File: config.mk
export PLATFORM = sky130hd
export DESIGN_NAME = pixel_sequencer
export DESIGN_NICKNAME = d
export VERILOG_FILES = /design/src/rtl/pixel_sequencer.sv
export SDC_FILE = /design/constraint.sdc
export NUM_CORES = 1
export LEC_CHECK = 0
export BUFFER_PORTS_ARGS = -buffer_cell sky130_fd_sc_hd__buf_2
export CORE_MARGIN = 1
export CORE_UTILIZATION = 50
export CTS_CLUSTER_DIAMETER = 100
export CTS_CLUSTER_SIZE = 28
export DETAILED_ROUTE_END_ITERATION = 12
export PLACE_DENSITY_LB_ADDON = 0.1
export SLEW_MARGIN = 20
export SYNTH_ARGS = -nofsm -noshare
export SYNTH_HDL_FRONTEND = slang
export SYNTH_SLANG_ARGS = --single-unit
export TNS_END_PERCENT = 100
File: constraint.sdc
create_clock -name clka -period 2.3 [get_ports clka]
set_clock_uncertainty 0.05 [all_clocks]
set_input_delay 0.345 -clock clka [delete_from_list [all_inputs] [get_ports clka]]
set_output_delay 0.345 -clock clka [all_outputs]
set_load 0.02 [all_outputs]
File: src/rtl/pixel_sequencer.sv
// rtl/pixel_sequencer.sv - walks an image through BRAM read, process-stage handshake and destination write
`timescale 1ns/1ps
module pixel_sequencer #(
  parameter int NPIX   = 200000,
  parameter int AW     = 18,
  parameter int RD_LAT = 1
) (
  input  logic          clka,
  input  logic          reset,
  input  logic          start,
  input  logic          abort,
  output logic          ena,
  output logic [AW-1:0] addra,
  input  logic [23:0]   douta,
  output logic [7:0]    Rin,
  output logic [7:0]    Gin,
  output logic [7:0]    Bin,
  output logic          OKin,
  input  logic [7:0]    Rout,
  input  logic [7:0]    Gout,
  input  logic [7:0]    Bout,
  input  logic          OKout,
  output logic          wr_en,
  output logic [AW-1:0] wr_addr,
  output logic [23:0]   wr_data,
  output logic          busy,
  output logic          done
);

  typedef enum logic [2:0] {IDLE, READ, WAIT, PRESENT, WRITE, RELEASE, DONE} state_t;

  localparam logic [AW-1:0] LAST_IDX  = AW'(NPIX - 1);
  localparam logic [1:0]    WAIT_LAST = 2'(RD_LAT - 1);

  state_t        state;
  logic [AW-1:0] idx;
  logic [1:0]    wait_cnt;

  always_ff @(posedge clka or negedge reset) begin
    if (!reset) begin
      state    <= IDLE;
      idx      <= '0;
      wait_cnt <= '0;
      ena      <= 1'b0;
      addra    <= '0;
      Rin      <= '0;
      Gin      <= '0;
      Bin      <= '0;
      OKin     <= 1'b0;
      wr_en    <= 1'b0;
      wr_addr  <= '0;
      wr_data  <= '0;
      busy     <= 1'b0;
      done     <= 1'b0;
    end else if (abort && state != IDLE) begin
      // Cancel drops every handshake and strobe; captured data is left as-is.
      state <= IDLE;
      ena   <= 1'b0;
      OKin  <= 1'b0;
      wr_en <= 1'b0;
      busy  <= 1'b0;
      done  <= 1'b0;
    end else begin
      case (state)
        IDLE: begin
          if (start) begin
            state <= READ;
            idx   <= '0;
            addra <= '0;
            ena   <= 1'b1;
            busy  <= 1'b1;
          end
        end
        READ: begin
          state    <= WAIT;
          wait_cnt <= '0;
        end
        WAIT: begin
          // Address stays put for the whole BRAM latency so douta is settled here.
          if (wait_cnt == WAIT_LAST) begin
            state           <= PRESENT;
            ena             <= 1'b0;
            {Rin, Gin, Bin} <= douta;
            OKin            <= 1'b1;
          end else begin
            wait_cnt <= wait_cnt + 2'd1;
          end
        end
        PRESENT: begin
          if (OKout) begin
            state   <= WRITE;
            OKin    <= 1'b0;
            wr_en   <= 1'b1;
            wr_addr <= idx;
            wr_data <= {Rout, Gout, Bout};
          end
        end
        WRITE: begin
          state <= RELEASE;
          wr_en <= 1'b0;
        end
        RELEASE: begin
          // Wait for the process stage to drop its result before the next pixel.
          if (!OKout) begin
            if (idx == LAST_IDX) begin
              state <= DONE;
              done  <= 1'b1;
            end else begin
              state <= READ;
              idx   <= idx + 1'b1;
              addra <= idx + 1'b1;
              ena   <= 1'b1;
            end
          end
        end
        DONE: begin
          state <= IDLE;
          done  <= 1'b0;
          busy  <= 1'b0;
        end
        default: state <= IDLE;
      endcase
    end
  end

endmodule

==> flow_summary.ini <==
[synthesis]
synth-compound-area-share_pct = 7.69
ys_types = 49
netlist_top_cells_count = dfrtp_1 (94), mux2_2 (65), nand2_1 (27), nor2_1 (24), clkbuf_1 (12)
synth_xor_area_share_pct = 2.34
yosys.area.top_type_share_pct = 57.1
yosysTopAreaCell = dfrtp_1
syn_inst = 338
yosys.area_share.simple_pct = 12.0
synth_ff_type = dfrtp_1
synth_area_leaders = dfrtp_1 (57%), mux2_2 (18%), nand2_1 (2.5%)
syn_nets = 393
ys_seq_elements = 94
synth_async_sr_flop_share_pct = 100
synth_area_sq_um = 4120
yosys_warnings = 0
synth_top_family_by_area = multiplexers
synth_most_common_cell = dfrtp_1
synth_mux_area_share_pct = 18.3
synth.avg_cell_area_sq_um = 12.2
synth_adder_area_share_pct = 0.608
ys_seq_area_share_pct = 57.1
synth_edf_count = 0

[placement]
dp_cells = 582
numPortBuffers = 141
place_hpwl_um = 6290
gp_congestion = 0.812

[worst_hold_path]
hold_depth = 2
hold_path_class = in2reg

[worst_setup_path]
worst-setup-path-type = reg2reg
reg2reg_depth = 6
worstPathArrival_ns = 2.30
crit_path_max_fanout = 7
reg2reg_slack_ns = 0.16
critPathLaunchType = flip-flop
cp.required_ns = 2.46
crit_path_end_kind = flip-flop

[global_route]
gr-total-overflow = 0
grt_usage_pct = 20.8
grt_max_degree = 61
antenna_found_initial = 0
grt_pass1_vias = 3094
grt_pass1_wl_um = 14300

[routing]
drt-total-wl_um = 8670
drc = 0
drtIter0Drc = 72
drtAntennaViolNets = 0
wl_per_cell_um = 14.5
vias = 3193
drtPass1Iterations = 4
vias_per_cell = 5.34

[finish]
multi_input_area_sq_um = 1690
seq_area_sq_um = 2350
final_cells = 598
n_fill_cell = 659
drive_gt1_share_pct = 48.8
diodes = 0
nNetsFinal = 547
area_growth_pct = 27.3

[floorplanning]
row_count = 32
ioPinCount = 142
die_x_um = 92.8
core_sq_um = 7850
initial_core_util_pct = 52.5
die_area_sq_um = 8600
die_y_um = 92.8

[clock_tree]
post_cts_resized = 0
clkLatencyLatePin_ns = 0.34
cts-root-buf = clkbuf_8
cts_tree = built
cts_buffers = 9
htreeDepth = 3
path_clk_slew_ns = 0.09
clkSinkCount = 94
clk_path_buf_depth = 2

[run_status]
status = finished clean

[sta]
finalSetupTns_ns = 0
slew_headroom_pct = 64.1
final.period_utilization_pct = 92.9
setup_viol = 0
fin_crit_ns = 2.14
hold_slack_ns = 0.174
finalMaxSlewViolations = 0
rsz0062_at_grt = no
finalHoldViolations = 0
tightestPinTransition_ns = 0.525
max_freq_mhz = 468

[flow_run]
cap_violations = 0

[power]
leakage_nw = 2.71
p_per_area_nw_per_um2 = 1090
p_total_mw = 5.70
ir_drop_v = 0.000691
==> flip-flops by register name, indices dropped and copies added, names as in the netlist, 2 cells and up <==
| register | count |
|---|---|
| state | 3 |
| Rin | 8 |
| Bin | 8 |
| wr_addr | 18 |
| wr_data | 24 |
| Gin | 8 |
| idx | 18 |
| wait_cnt | 2 |
==> final timing paths <==
path	to	start
max in group asynchronous	Bin[1]	reset
setup / recovery	idx[3]	idx[9]
setup reg to reg	idx[3]	idx[9]
min in group asynchronous	wr_data[22]	reset
hold / removal	wr_data[6]	Bout[6]
hold reg to reg	wr_addr[13]	wr_addr[13]
==> routing by layer <==
layer | track usage (%) | routed length [um] | vias up
met2 | 33.8 | 4330 | 90
met1 | 28.1 | 3850 | 1585
met4 | 6.67 | 92 | 0
met3 | 4.19 | 398 | 9
li1 | - | - | 1509
met5 | 0 | 0 | -
==> stage by stage <==
| stage | util [%] | setup WS (ns) | cell area (sq um) |
|---|---|---|---|
| 2_1_floorplan | - | 0.200 | 4120 |
| 3_3_place_gp | 64.2 | 0.188 | 5040 |
| 3_5_place_dp | 64.2 | 0.189 | 5040 |
| 4_1_cts | 66.8 | 0.172 | 5240 |
| 5_1_grt | 66.8 | 0.0857 | 5240 |
| 6_report | 66.8 | 0.164 | 5240 |
==> worst max-delay path: stages, from the launching register on <==
cell and delay (ns):
dfrtp_1 0.45, or4b_1 0.53, nor4_1 0.24, buf_4 0.18, nand2_1 0.19, o21ai_1 0.28, o31ai_1 0.10
==> where the power goes <==
| part | total, mW | switching (mW) | internal, mW |
|---|---|---|---|
| registers | 2.40 | 0.259 | 2.14 |
| logic | 2.22 | 1.30 | 0.918 |
| clock network | 1.08 | 0.548 | 0.528 |
==> layout by cell type (no fill, tap or decap), types with 2 or more instances in the layout <==
cell,Yosys,routed
or3_1,3,3
nor2_1,24,24
o31ai_1,2,2
clkbuf_8,0,10
buf_2,2,140
nand2b_1,7,7
a21o_1,6,6
clkinv_4,0,2
nor4_1,5,5
buf_4,0,18
nand3_1,9,9
inv_1,4,4
nor3_1,5,5
a2111oi_0,2,2
mux2_2,65,65
nand2_1,27,27
ha_1,2,2
xor2_1,9,9
mux2i_1,2,2
o21ai_0,11,11
o21ai_1,3,3
a21oi_1,8,8
dfrtp_1,94,94
nand4_1,5,5
xnor2_1,2,2
nand3b_1,2,2
==> final cells by class <==
cell class,instances,share of cell area (%)
Multi-Input combinational cell,223,32.1
Tap cell,102,2.43
Sequential cell,94,44.9
Clock buffer,10,2.62
Clock inverter,5,1.15
Timing Repair Buffer,160,16.5
Inverter,4,0.286
==> kinds of logic (layout without fill, tap and decap cells) <==
| family | count (synthesis) | after routing |
|---|---|---|
| buffers and inverters | 21 | 179 |
| adders and majority gates | 2 | 2 |
| AOI/OAI and AO/OA | 45 | 45 |
| muxes | 67 | 67 |
| and+or+nand+nor | 98 | 98 |
| xor gates and xnor gates | 11 | 11 |
| DFF | 94 | 94 |
==> repair_timing <==
item / 4_1_cts / 5_1_grt
endpoints found under the hold margin: 34 / 0
setup buffers: 0 / 0
hold buffers: 1 / 0
No activity file was read; power rests on OpenSTA's default activity.
